<file path="config.mk">
export PLATFORM = sky130hd
export DESIGN_NAME = mem_access_ctrl_flat
export DESIGN_NICKNAME = d
export VERILOG_FILES = /design/src/rtl/mem_access_ctrl_if.sv /design/src/rtl/mem_access_ctrl.sv /design/src/flat_wrapper.sv
export SDC_FILE = /design/constraint.sdc
export NUM_CORES = 1
export LEC_CHECK = 0
export CAP_MARGIN = 20
export CORE_UTILIZATION = 43
export DETAILED_ROUTE_END_ITERATION = 16
export PLACE_DENSITY = 0.88
export REMOVE_ABC_BUFFERS = 1
export SLEW_MARGIN = 10
export SYNTH_ARGS = -nofsm -noshare
export SYNTH_HDL_FRONTEND = slang
export SYNTH_SLANG_ARGS = --single-unit
</file>
<file path="constraint.sdc">
create_clock -name clk -period 1.75 [get_ports clk]
set_input_delay 0.35 -clock clk [delete_from_list [all_inputs] [get_ports clk]]
set_output_delay 0.35 -clock clk [all_outputs]
set_load 0.03 [all_outputs]
</file>
<file path="src/rtl/mem_access_ctrl_if.sv">
// Execute-stage / data-memory bundle seen by the memory-stage access controller.
// The slave modport is the controller's view; master is the pipeline + memory side.
`timescale 1ns/1ps
`default_nettype none

interface mem_access_ctrl_if #(
    parameter int DATA_W = 16,
    parameter int ADDR_W = 16
);
    // Execute-stage request
    logic              mem_enable_in;
    logic              mem_write_en_in;
    logic [ADDR_W-1:0] addr_in;
    logic [DATA_W-1:0] wdata_in;

    // Memory handshake
    logic              mem_stall_in;
    logic              mem_done_in;
    logic [DATA_W-1:0] mem_rdata_in;
    logic              mem_rd_out;
    logic              mem_wr_out;
    logic [ADDR_W-1:0] mem_addr_out;
    logic [DATA_W-1:0] mem_wdata_out;

    // Writeback / pipeline control
    logic [DATA_W-1:0] read_data_out;
    logic              freeze_out;
    logic              err_out;

    modport slave (
        input  mem_enable_in, mem_write_en_in, addr_in, wdata_in,
        input  mem_stall_in, mem_done_in, mem_rdata_in,
        output mem_rd_out, mem_wr_out, mem_addr_out, mem_wdata_out,
        output read_data_out, freeze_out, err_out
    );

    modport master (
        output mem_enable_in, mem_write_en_in, addr_in, wdata_in,
        output mem_stall_in, mem_done_in, mem_rdata_in,
        input  mem_rd_out, mem_wr_out, mem_addr_out, mem_wdata_out,
        input  read_data_out, freeze_out, err_out
    );
endinterface

`default_nettype wire

</file>
<file path="src/rtl/mem_access_ctrl.sv">
// Memory-stage access controller: issues one request per access, freezes the pipeline
// until done/timeout. Optional macro ALIGN_CHECK_EN rejects odd addresses in IDLE.
`timescale 1ns/1ps
`default_nettype none

module mem_access_ctrl #(
    parameter int DATA_W         = 16,
    parameter int ADDR_W         = 16,
    parameter int TIMEOUT_CYCLES = 64,
    parameter int CNT_W          = 8
) (
    input  wire logic          clk,
    input  wire logic          global_rst_n,
    mem_access_ctrl_if.slave   bus
);

    localparam logic [CNT_W-1:0] TIMEOUT_VAL = CNT_W'(TIMEOUT_CYCLES);

    typedef enum logic [1:0] {
        S_IDLE,
        S_REQ,
        S_WAIT,
        S_DONE
    } state_t;

    state_t            r_state;
    state_t            w_state_next;

    logic              r_we;
    logic [ADDR_W-1:0] r_addr;
    logic [DATA_W-1:0] r_wdata;
    logic [DATA_W-1:0] r_rdata;
    logic              r_rd;
    logic              r_wr;
    logic              r_err;
    logic [CNT_W-1:0]  r_cnt;

    logic              w_misaligned;
    logic              w_latch;
    logic              w_align_err;
    logic              w_timeout;
    logic              w_done_hit;
    logic              w_freeze;
    logic              w_we_next;
    logic [CNT_W-1:0]  w_cnt_inc;

`ifdef ALIGN_CHECK_EN
    assign w_misaligned = bus.addr_in[0];
`else
    assign w_misaligned = 1'b0;
`endif

    assign w_cnt_inc = r_cnt + 1'b1;

    // Next-state and per-cycle control strobes.
    always_comb begin
        // NOTE: every output of this block gets a default first, so no path can infer a latch.
        w_state_next = r_state;
        w_latch      = 1'b0;
        w_align_err  = 1'b0;
        w_timeout    = 1'b0;
        w_done_hit   = 1'b0;
        w_freeze     = 1'b0;
        unique case (r_state)
            S_IDLE: begin
                if (bus.mem_enable_in) begin
                    w_freeze = 1'b1;
                    if (w_misaligned) begin
                        w_align_err  = 1'b1;
                        w_state_next = S_DONE;
                    end else begin
                        w_latch      = 1'b1;
                        w_state_next = S_REQ;
                    end
                end
            end
            S_REQ: begin
                w_freeze = 1'b1;
                if (!bus.mem_stall_in) begin
                    w_state_next = S_WAIT;
                end
            end
            S_WAIT: begin
                w_freeze = 1'b1;
                // A done arriving on the final allowed cycle beats the timeout.
                if (bus.mem_done_in) begin
                    w_done_hit   = 1'b1;
                    w_state_next = S_DONE;
                end else if (w_cnt_inc == TIMEOUT_VAL) begin
                    w_timeout    = 1'b1;
                    w_state_next = S_DONE;
                end
            end
            S_DONE: begin
                w_state_next = S_IDLE;
            end
            default: begin
                w_state_next = S_IDLE;
            end
        endcase
    end

    // Direction of the request about to be presented (freshly latched or held).
    assign w_we_next = w_latch ? bus.mem_write_en_in : r_we;

    always_ff @(posedge clk or negedge global_rst_n) begin
        if (!global_rst_n) begin
            r_state <= S_IDLE;
        end else begin
            // NOTE: sequential state uses non-blocking assignments so all flops update together.
            r_state <= w_state_next;
        end
    end

    always_ff @(posedge clk or negedge global_rst_n) begin
        if (!global_rst_n) begin
            r_we    <= 1'b0;
            r_addr  <= '0;
            r_wdata <= '0;
            r_rdata <= '0;
            r_rd    <= 1'b0;
            r_wr    <= 1'b0;
            r_err   <= 1'b0;
            r_cnt   <= '0;
        end else begin
            if (w_latch) begin
                r_we    <= bus.mem_write_en_in;
                r_addr  <= bus.addr_in;
                r_wdata <= bus.wdata_in;
            end

            // Request strobes are registered and high for exactly the REQ cycles.
            r_rd <= (w_state_next == S_REQ) && !w_we_next;
            r_wr <= (w_state_next == S_REQ) &&  w_we_next;

            if (r_state == S_REQ) begin
                r_cnt <= '0;
            end else if (r_state == S_WAIT) begin
                r_cnt <= w_cnt_inc;
            end

            if (w_done_hit && !r_we) begin
                r_rdata <= bus.mem_rdata_in;
            end

            if (w_timeout || w_align_err) begin
                r_err <= 1'b1;
            end
        end
    end

    assign bus.mem_rd_out    = r_rd;
    assign bus.mem_wr_out    = r_wr;
    assign bus.mem_addr_out  = r_addr;
    assign bus.mem_wdata_out = r_wdata;
    assign bus.read_data_out = r_rdata;
    assign bus.err_out       = r_err;
    // Gated by reset so every output reads 0 while reset is held.
    assign bus.freeze_out    = global_rst_n & w_freeze;

endmodule

`default_nettype wire

</file>
<file path="src/flat_wrapper.sv">
// flat-port wrapper written by rule: the top's interface ports become plain ports
module mem_access_ctrl_flat 
#(
    parameter int DATA_W         = 16,
    parameter int ADDR_W         = 16,
    parameter int TIMEOUT_CYCLES = 64,
    parameter int CNT_W          = 8
)
  (clk, global_rst_n, bus_mem_enable_in, bus_mem_write_en_in, bus_addr_in, bus_wdata_in, bus_mem_stall_in, bus_mem_done_in, bus_mem_rdata_in, bus_mem_rd_out, bus_mem_wr_out, bus_mem_addr_out, bus_mem_wdata_out, bus_read_data_out, bus_freeze_out, bus_err_out);
  mem_access_ctrl_if #(.DATA_W(DATA_W), .ADDR_W(ADDR_W)) bus_i ();
  input  wire logic clk;
  input  wire logic global_rst_n;
  input wire logic [$bits(bus_i.mem_enable_in)-1:0] bus_mem_enable_in;
  input wire logic [$bits(bus_i.mem_write_en_in)-1:0] bus_mem_write_en_in;
  input wire logic [$bits(bus_i.addr_in)-1:0] bus_addr_in;
  input wire logic [$bits(bus_i.wdata_in)-1:0] bus_wdata_in;
  input wire logic [$bits(bus_i.mem_stall_in)-1:0] bus_mem_stall_in;
  input wire logic [$bits(bus_i.mem_done_in)-1:0] bus_mem_done_in;
  input wire logic [$bits(bus_i.mem_rdata_in)-1:0] bus_mem_rdata_in;
  output wire logic [$bits(bus_i.mem_rd_out)-1:0] bus_mem_rd_out;
  output wire logic [$bits(bus_i.mem_wr_out)-1:0] bus_mem_wr_out;
  output wire logic [$bits(bus_i.mem_addr_out)-1:0] bus_mem_addr_out;
  output wire logic [$bits(bus_i.mem_wdata_out)-1:0] bus_mem_wdata_out;
  output wire logic [$bits(bus_i.read_data_out)-1:0] bus_read_data_out;
  output wire logic [$bits(bus_i.freeze_out)-1:0] bus_freeze_out;
  output wire logic [$bits(bus_i.err_out)-1:0] bus_err_out;
  assign bus_i.mem_enable_in = bus_mem_enable_in;
  assign bus_i.mem_write_en_in = bus_mem_write_en_in;
  assign bus_i.addr_in = bus_addr_in;
  assign bus_i.wdata_in = bus_wdata_in;
  assign bus_i.mem_stall_in = bus_mem_stall_in;
  assign bus_i.mem_done_in = bus_mem_done_in;
  assign bus_i.mem_rdata_in = bus_mem_rdata_in;
  assign bus_mem_rd_out = bus_i.mem_rd_out;
  assign bus_mem_wr_out = bus_i.mem_wr_out;
  assign bus_mem_addr_out = bus_i.mem_addr_out;
  assign bus_mem_wdata_out = bus_i.mem_wdata_out;
  assign bus_read_data_out = bus_i.read_data_out;
  assign bus_freeze_out = bus_i.freeze_out;
  assign bus_err_out = bus_i.err_out;
  mem_access_ctrl #(.DATA_W(DATA_W), .ADDR_W(ADDR_W), .TIMEOUT_CYCLES(TIMEOUT_CYCLES), .CNT_W(CNT_W)) u_core (.clk(clk), .global_rst_n(global_rst_n), .bus(bus_i));
endmodule
</file>
; Yosys cells after proc, flatten, opt, wreduce, memory -nomap -nowiden
; Index checks and enable logic that the tools add are counted.
[totals]
in_bits = 54
word_cells = 40
regBits = 62
[classes]
addsub = 1
muxes = 16
bitwise = 1
n_eq_ne = 5
n_reduce_logical = 8
[ops]
columns = operator, count
row1 = two-way mux 8 bit, 2
row2 = "adder 8 x 1 -> 8 bit, second input constant", 1
row3 = "== test 8 x 7 -> 1 bit, second input constant", 1
row4 = two-way mux 1 bit, 8
row5 = two-way mux 2 bit, 4
row6 = case mux 2 bit (4 select lines), 1
row7 = "== test 2 x 1 -> 1 bit, second input constant", 2
row8 = "== test 2 bit, second input constant", 2
row9 = logical AND 1 bit, 3
row10 = logical NOT 1 bit, 2
row11 = logical NOT 2 bit, 1
row12 = case mux 1 bit (2 select lines), 1
row13 = nonzero test 2 bit, 1
row14 = OR reduction 2 bit, 1
row15 = bitwise AND 1 bit, 1

; Logic depth before layout (Yosys ltp)
; Gate-level depths: netlist of run 1.
[logic_depth]
ltp_word = 7
ltp_mapped = 7
ltp_nobuf = 6

; Worst setup path after synthesis of run 1
; No wires, ideal clock.
[synth_timing]
kind = register to output
startpoint = register u_core.r_state[0]
endpoint = output port bus_freeze_out
arrival_time_ps = 1497
required_ps = 1400
slack_ps = -97
stages_incl_launch_ff = 6
cell_sequence = dfrtp_1 -> inv_1 -> ha_1 -> nand2_1 -> buf_2 -> a21oi_1
[synth_between]
elab_chain_cells = 4
word_cells_on_any_way = 6
classes_between = eq/ne: 2 / mux: 1 / bitwise: 1 / reduce/logical: 2
[synth_lines]
columns = element, line_no
row1 = start: declaration, mem_access_ctrl.sv:26  ; state_t r_state;
row2 = start signal: assignment, mem_access_ctrl.sv:111  ; r_state <= w_state_next;
row3 = == test 2 bit or == test 2 x 1 -> 1 bit (tied branches), mem_access_ctrl.sv:64  ; unique case (r_state)
row4 = OR reduction 2 bit (no line), -
row5 = case mux 1 bit (2 select lines) (*), mem_access_ctrl.sv:64
row6 = bitwise AND 1 bit (*), mem_access_ctrl.sv:159  ; assign bus.freeze_out = global_rst_n & w_freeze;
row7 = end: declaration, flat_wrapper.sv:25  ; output wire logic [$bits(bus_i.freeze_out)-1:0] bus_freeze_out;
; Mark *: on every way between the ends. The rest lies on a longest branch, timed or not.

; Worst setup path after layout of run 1
; Same ends and word-level chain as after synthesis.

==> results of run 1 <==
[final cells by class]
cell class                      count  share of cell area (%)
Multi-Input combinational cell    111                   25.79
Inverter                            7                  0.7514
Clock inverter                      2                  0.3006
Tap cell                           75                   2.254
Sequential cell                    62                   37.27
Clock buffer                       14                   4.629
Timing Repair Buffer              118                   29.01
[kinds of logic after synthesis]
kind of cell	after synthesis
mux	50
buf+inv	14
fa+ha+maj	6
compound gates	26
flops	62
simple gates	29
[worst reg2reg max path: cells and delay by family (launching register included)]
family | cells | cell delay, ns
DFF | 1 | 0.42
and+or+nand+nor | 1 | 0.08
buffers and inverters | 2 | 0.28
AOI/OAI and AO/OA | 3 | 0.52
adders and majority gates | 1 | 0.26
[layout by cell type (no fill, tap or decap), drive strengths merged, types with 4 or more instances in the layout]
master         netlist  final
mux2                49     49
dlymetal6s2s         0     13
clkdlybuf4s50        0     88
clkbuf               0     14
a21oi                4      4
dfrtp               62     62
o21ai               12     12
inv                  7      7
buf                  7     15
nand2                7      7
ha                   6      6
[worst paths after layout]
| path | slack, ns | endpoint | cells past startpoint |
|---|---|---|---|
| max | -0.03 | bus_freeze_out | 5 |
| min | 0.24 | u_core.bus.read_data_out[13]$_DFFE_PN0P_ | 2 |
| max reg2reg | 0.04 | u_core.bus.mem_wr_out$_DFF_PN0_ | 7 |
| min reg2reg | 0.49 | u_core.r_cnt[7]$_DFFE_PN0P_ | 1 |
| max in group asynchronous | 1.00 | u_core.bus.read_data_out[6]$_DFFE_PN0P_ | 2 |
| min in group clk | 0.49 | u_core.r_cnt[7]$_DFFE_PN0P_ | 1 |
[registers in the layout, indices dropped and copies added, names as in the netlist]
register	count
u_core.bus.err_out	1
u_core.bus.mem_addr_out	16
u_core.bus.mem_rd_out	1
u_core.bus.mem_wdata_out	16
u_core.bus.mem_wr_out	1
u_core.bus.read_data_out	16
u_core.r_cnt	8
u_core.r_state	2
u_core.r_we	1
[per-stage QoR]
step	hold WS, ns	std cells	TNS [ns]	power (mW)	cell area [µm²]
2_1_floorplan	0.05441	180	-6.680	4.870	2582
3_3_place_gp	0.4747	366	0	6.511	3790
3_5_place_dp	0.4795	366	0	6.638	3790
4_1_cts	0.2765	388	-0.02352	8.161	4100
5_1_grt	0.3352	389	-0.2440	8.622	4163
6_report	0.2424	389	-0.03034	8.207	4163
[report_power, final]
part / switching, mW / internal [mW] / total (mW)
logic: 2.34 / 2.12 / 4.46
registers: 0.397 / 2.10 / 2.50
clock network: 0.540 / 0.705 / 1.25
total: 3.28 / 4.93 / 8.21
[timing repair]
action / 4_1_cts / 5_1_grt
hold buffers: 0 / 0
setup endpoints to repair: 3 / 20
pin swaps: 2 / 2
gates resized for setup: 17 / 21
setup buffers: 6 / 1
[per-layer routing]
| layer | vias up | GRT usage (%) |
|---|---|---|
| met5 | - | 0 |
| met4 | 0 | 10.18 |
| met3 | 10 | 3.750 |
| met2 | 67 | 32.56 |
| met1 | 1013 | 25.28 |
| li1 | 917 | - |
==> flow_metrics.tcl, run 1 <==
set metrics [dict create \
    synth_flop_cell "dfrtp_1" \
    worst-path-buf-inv 2 \
    max-vdd-ir-drop_mv 1.222 \
    grt_pass1_vias 1940 \
    synthAdderAreaFrac_pct 2.865 \
    drive_gt1_share_pct 32.17 \
    syn-instance-count 187 \
    clk_pin_slew_ns 0.07 \
    register_area_mm2 0.001551 \
    cts.sinks 62 \
    synth_area_mm2 0.002620 \
    ys_seq_area_share_pct 59.22 \
    num_rows 28 \
    gr-total-overflow 0 \
    ys_top_cells_by_count "dfrtp_1 (62), mux2_2 (49), o21ai_0 (12)" \
    fin_skew_ns 0.005929 \
    async_flop_share_pct 100.0 \
    startpoint "u_core.r_state[0]$_DFF_PN0_" \
    cpPeakStageDelay_ns 0.42 \
    setup_viol 1 \
    crit_slowest_cell "dfrtp_1" \
    hold_viol 0 \
    worstPathArrival_ns 1.43 \
    clk_path_buf_depth 2 \
    wl_per_cell_um 16.21 \
    crit_family "flip-flops" \
    post-route-util_pct 70.73 \
    gp_congestion 0.8529 \
    avgViaCountPerCell 5.159 \
    multiInputGateArea_mm2 0.001074 \
    synth_area_per_cell_um2 14.01 \
    core_mm2 0.005886 \
    grt_pass1_wl_mm 9.349 \
    ys_seq_elements 62 \
    yosysWarnings 0 \
    worstSetupPathType "reg -> out" \
    synth_top_family_by_area "multiplexers" \
    synth_top_cell_area_share_pct 59.22 \
    synthXorXnorAreaFrac_pct 0 \
    p_leak_nw 1.884 \
    die_y_um 80.06 \
    finalCritPeriodShare_pct 101.7 \
    critPathMaxFanout 2 \
    place.port_buffers 105 \
    synth.most_common_cell "dfrtp_1" \
    clock-root-buffer "clkbuf_8" \
    dp_slack_ns 0.03484 \
    wl_met1_mm 2.718 \
    cts_tree "yes" \
    power_density_mw_per_mm2 1972 \
    start_kind "register" \
    vias 2007 \
    timing.slew.headroom_pct 48.79 \
    drtPass1Iterations 7 \
    met3_length_um 336 \
    die_w_um 80.06 \
    synth_mux_area_share_pct 21.44 \
    drv_cap 0 \
    rsz0062_at_grt "true" \
    worstMarginPinSlew_ns 0.7682 \
    hp-class "in -> async" \
    cp-end-kind "primary output" \
    required_ns 1.40 \
    antenna_cells 0 \
    post-dp-hpwl_mm 4.130 \
    crit_chain "buf_6 -> ha_4 -> nand2b_4 -> a21oi_4 -> buf_6" \
    nets 369 \
    start_util_pct 44.52 \
    wirelength_mm 6.307 \
    routed.top_layer "met4" \
    dieArea_mm2 0.006410 \
    synth_simple_gate_area_share_pct 7.259 \
    grt_max_degree 63 \
    ys_types 29 \
    synth-compound-area-share_pct 6.781 \
    track_usage_pct 19.94 \
    ios 106 \
    synth-edff-count 0 \
    wl_met2_mm 3.160 \
    synth_top_area_cell "dfrtp_1" \
    grt_antenna_before_repair 0 \
    fmax_mhz 561.7 \
    cts_buffers 9 \
    min_period_ns 1.780 \
    syn_to_final_growth_pct 58.88 \
    cpMostUsedCell "buf_6" \
    drc 0 \
    clkLatencyLatePin_ns 0.34 \
    n_fill_cell 411 \
    status "complete, but fails checks" \
    setup_slack_ns -0.03034 \
    rr_startpoint "u_core.r_state[0]$_DFF_PN0_" \
    synth_area_leaders "dfrtp_1 (59%), mux2_2 (21%), ha_1 (2.9%)" \
    ant_nets 0 \
    violations "negative setup slack" \
    final_max_slew_viol_count 0 \
    first_iter_violations 69 \
    htree_num_levels 3 \
]
(Power assumes the default switching activity.)
==> inputs of run 2 (changes only) <==
Settings changed: HOLD_SLACK_MARGIN set to 0.08, PLACE_DENSITY 0.88 to 0.79.
==> run 2 against run 1 <==
The flow still finishes with violations (negative setup slack). Clock power grew 4%. Critical path depth unchanged. Clock skew up 0.00088 ns. First-iteration DRC count fell by 23%. Sequential share of layout area is 0.16 points higher. Sequential power hardly changed. Maximum frequency increased by 0.64%. Sequential cell count did not move. Critical path type unchanged. Critical endpoint unchanged.
==> flow_metrics.tcl, run 2 (synthesis results as in run 1) <==
set metrics [dict create \
    worst-path-buf-inv 2 \
    required_ns 1.40 \
    grt_pass1_wl_mm 9.163 \
    fin_skew_ns 0.006806 \
    swShare_pct 39.03 \
    place.port_buffers 105 \
    first_iter_violations 53 \
    worstMarginPinSlew_ns 0.7586 \
    clk_pin_slew_ns 0.07 \
    cts_tree "yes" \
    avgViaCountPerCell 4.946 \
    grt_antenna_before_repair 0 \
    track_usage_pct 19.17 \
    start_util_pct 44.52 \
    final_cell_mix "clkdlybuf4s50_1 (87), dfrtp_1 (62), mux2_2 (49), dlymetal6s2s_1 (16)" \
    power_density_mw_per_mm2 1969 \
    critPathMaxFanout 2 \
    total_power_mw 8.163 \
    drc 0 \
    gr-total-overflow 0 \
    start_kind "register" \
    post-dp-hpwl_mm 4.116 \
    antenna_cells 0 \
    dieArea_mm2 0.006410 \
    crit_chain "buf_6 -> ha_4 -> nand2b_4 -> a21oi_4 -> buf_6" \
    worstPathArrival_ns 1.42 \
    drive_gt1_share_pct 30.25 \
    final_max_slew_viol_count 0 \
    nets 370 \
    min_period_ns 1.769 \
    dp.cells 368 \
    n_fill_cell 420 \
    die_y_um 80.06 \
    hold_viol 0 \
    clkLatencyLatePin_ns 0.33 \
    clk_path_buf_depth 2 \
    violations "negative setup slack" \
    core_mm2 0.005886 \
    wl_per_cell_um 15.32 \
    p_int_mw 4.977 \
    timing.slew.headroom_pct 49.43 \
    clock-root-buffer "clkbuf_8" \
    status "complete, but fails checks" \
    worstSetupPathType "reg -> out" \
    startpoint "u_core.r_state[1]$_DFF_PN0_" \
    holdWs_ns 0.2211 \
    max-vdd-ir-drop_mv 1.106 \
    num_rows 28 \
    drv_cap 0 \
    crit_family "flip-flops" \
    cts_buffers 9 \
    p_leak_nw 1.904 \
    power_frac_seq_pct 30.5 \
    final_cells 389 \
    p_switching_mw 3.186 \
    grt_max_degree 63 \
    dp_slack_ns -0.01693 \
    setup_viol 1 \
    power_frac_comb_pct 53.6 \
    finalCritPeriodShare_pct 101.1 \
    fmax_mhz 565.3 \
    rr_startpoint "u_core.r_state[0]$_DFF_PN0_" \
    grt_pass1_vias 1928 \
    drtPass1Iterations 4 \
    ant_nets 0 \
    gp_congestion 0.7389 \
    ios 106 \
    cts.sinks 62 \
    die_w_um 80.06 \
    wirelength_mm 5.960 \
    vias 1924 \
    cpPeakStageDelay_ns 0.41 \
    htree_num_levels 3 \
    crit_slowest_cell "dfrtp_1" \
    hp-class "in -> async" \
    setup_slack_ns -0.01910 \
    clkPwrFrac_pct 15.9 \
    cpMostUsedCell "buf_6" \
    rsz0062_at_grt "true" \
    syn_to_final_growth_pct 58.21 \
    layout_commonest_cell "clkdlybuf4s50_1" \
    cp-end-kind "primary output" \
]
-- run 2: repair_timing --
action	4_1_cts	5_1_grt
buffers inserted	6	0
hold buffers	0	0
resized for setup	14	19
pin swaps	3	1
endpoints found under the hold margin	0	0
endpoints found under the setup margin	1	22
-- run 2: path summary, 6_finish.rpt --
check,cells after the start,slack [ns],end
min in group clk,1,0.48,u_core.bus.err_out$_DFFE_PN0P_
worst min register to register,1,0.48,u_core.bus.err_out$_DFFE_PN0P_
max in group asynchronous,2,1.02,u_core.bus.mem_wdata_out[4]$_DFFE_PN0P_
worst min-delay path,2,0.22,u_core.bus.mem_addr_out[13]$_DFFE_PN0P_
worst max-delay path,5,-0.02,bus_freeze_out
worst max register to register,7,0.08,u_core.bus.mem_rd_out$_DFF_PN0_
-- run 2: layout make-up --
type | count | area (µm²) | share of cell area, %
clock buffer | 10 | 127.6 | 3.079
sequential | 62 | 1551 | 37.43
tap | 75 | 93.84 | 2.264
multi-input combinational | 111 | 1054 | 25.41
clock inverter | 5 | 75.07 | 1.811
timing repair buffer | 119 | 1212 | 29.25
inverter | 7 | 31.28 | 0.7546
-- run 2: power groups by stage --
stage	Combinational [mW]	Sequential [mW]	Clock, mW
detailed placement	4.10	2.52	0
global route	4.64	2.56	1.41
finish	4.37	2.49	1.30
global placement	4.03	2.48	0
CTS	4.37	2.49	1.34
floorplan	1.24	3.63	0
-- run 2: per-stage QoR --
step	cell area, µm²	setup TNS, ns	util (%)
finish	4145	-0.01910	70.43
global placement	3792	0	64.43
floorplan	2582	-6.680	-
CTS	4095	-0.004228	69.58
detailed placement	3792	-0.1202	64.43
global route	4145	-0.1353	70.43
-- run 2: metal layers --
layer | share of wire, % | global-route usage, % | wire [µm]
met5 | 0 | 0 | 0
met2 | 50 | 31.62 | 2962
met4 | 1.5 | 9.107 | 92
met3 | 6.8 | 4.886 | 408
met1 | 42 | 23.48 | 2496
==> variant, RTL diff (flow settings as in run 2) <==
Add a define of `ALIGN_CHECK_EN`.
--- a/src/rtl/mem_access_ctrl.sv
+++ b/src/rtl/mem_access_ctrl.sv
@@ -3,4 +3,6 @@
 `timescale 1ns/1ps
 `default_nettype none
+
+`define ALIGN_CHECK_EN
 
 module mem_access_ctrl #(
Check against the original RTL: not equivalent (a bounded check fails within 4 cycles, from zero or initial values and one cycle with global_rst_n low).
==> variant against run 2 <==
The flow still finishes with violations (negative setup slack). Routed wire length is 1.5% higher. Clock power increased by 7%. First-iteration DRC count down 23%. Setup slack got worse by 0.025 ns. Design area decreased by 0.60%. Hold slack worse by 0.0021 ns. Die area hardly changed. Synthesized cell count up 2.1%. Combinational power decreased by 4.8%. Sequential cell count did not move. Area after synthesis is essentially flat. Total power down 1.6%.
==> variant: results (changes against run 2) <==
[synthesis]
synth_seq_area_share=0.592  ; about the same
synth_commonest_cells=dfrtp_1, mux2_2, mux2_1
synth_area_leaders=dfrtp_1, mux2_2, mux2_1, ha_1, o21ai_0
muxShareOfSynthArea=0.210  ; -0.00440
synthXorXnorAreaFrac=0  ; unchanged
postSynthAreaPerCell_um2=13.7  ; -2.0%
yosysUniqueCellTypes=34  ; +17%
async_reset_ff_frac=1.00  ; unchanged
synthAdderAreaFrac=0.0286  ; about the same
synth_compound_area_frac=0.0754  ; +0.00760
yosysWarnings=0  ; unchanged

[place]
dp_hpwl_um=4350  ; +5.7%
place_area_um2=3800  ; +0.33%
port-buffer-count=105  ; unchanged
place_congestion=0.767  ; +3.8%
post-place-ws_ns=-0.00193  ; +0.0150 ns

[critical_path]
reg2reg_slack_ns=0.18  ; +0.10 ns
worst-path-max-fanout=4  ; +2
r2r_cells=8  ; +1
critPathArrivalTime_ns=1.44  ; +0.02 ns

[final_layout]
n_fill_cell=429  ; +2.1%
seq_area_um2=1550  ; unchanged
drive_above_1_share=0.223  ; -0.0793
fin_nets=374  ; +1.1%
stdcell_count=393  ; +1.0%

[grt]
antenna_found_initial=0  ; unchanged
grt_pass1_wl_um=9580  ; +4.5%
grt_max_degree=63  ; unchanged
track_usage=0.202  ; +0.0104
grt_pass1_vias=2009  ; +4.2%

[timing]
tns_ns=-0.0442  ; -0.0251 ns
setup_ws_ns=-0.0442  ; -0.0251 ns
fin_worst_skew_ns=0.00822  ; +0.00142 ns
whs_ns=0.219  ; -0.00211 ns
setup-violations-final=1  ; unchanged
maxSlewHeadroom=0.489  ; -0.00545

[clocking]
clockRootBuffer=clkbuf_8
cts_max_level=3  ; unchanged
cts_inserted_buffers=9  ; unchanged
clock_latency_ns=0.33  ; about the same
cts_buffer_depth=2  ; unchanged
path_clk_slew_ns=0.06

[route]
viasPerCell=5.05  ; +2.0%
drtPass1Iterations=6  ; +2
dr.max_layer_used=met4
wl_met1_um=2490  ; -0.16%
wl_met2_um=2910  ; -1.8%
dr_wl_met3_um=531  ; +30%
drt_iter0_drc=41  ; -23%
wl_per_cell_um=15.4  ; +0.46%

[hold_path]
worstHoldPathType=in -> async

[pwr]
p_leak_nw=1.85  ; -2.6%
ir_drop_uv=1060  ; -4.5%

[outcome]
status=complete, but fails checks
violations=negative setup slack

[job]
cap_violations=0  ; unchanged

-- variant: cells by family after synthesis --
kind of cell / Yosys count
flip-flops: 62
AO/OA/AOI/OAI: 31
buffers and inverters: 11
multiplexers: 49
AND/OR/NAND/NOR: 32
adder cells (fa/ha/maj): 6
-- variant: area by class of cell --
cell class	instances	area share
Clock inverter	3	0.0164
Inverter	4	0.00364
Clock buffer	12	0.0377
Timing Repair Buffer	119	0.292
Sequential cell	62	0.377
Multi-Input combinational cell	118	0.251
Tap cell	75	0.0228
-- variant: where the power goes --
| group | switching [mW] | internal (mW) |
|---|---|---|
| logic | 2.22 | 1.94 |
| clock network | 0.522 | 0.873 |
| registers | 0.376 | 2.10 |
-- variant: final timing paths --
check,start,endpoint
setup / recovery,u_core.r_state[0],bus_freeze_out
hold / removal,global_rst_n,u_core.r_cnt[3]
setup reg to reg,u_core.r_state[0],u_core.r_cnt[5]
hold reg to reg,u_core.bus.mem_addr_out[10],u_core.bus.mem_addr_out[10]
max in group asynchronous,global_rst_n,u_core.bus.err_out
min in group clk,u_core.bus.mem_addr_out[10],u_core.bus.mem_addr_out[10]
-- variant: what timing repair did --
item / 4_1_cts / 5_1_grt
resized for setup: 6 / 14
pin swaps: 2 / 1
setup endpoints to repair: 2 / 16
setup buffers: 5 / 0
-- variant: metal layers --
layer  up-vias  GRT usage
met2        87      0.334
met3        10     0.0625
li1        942          -
met4         0     0.0911
met1       944      0.241
met5         -          0
-- variant: worst max-delay path, stage by stage, from the launching register on --
cell and delay [ns]:
dfrtp_1 0.40, buf_4 0.16, ha_1 0.20, nor3b_2 0.17
buf_4 0.18
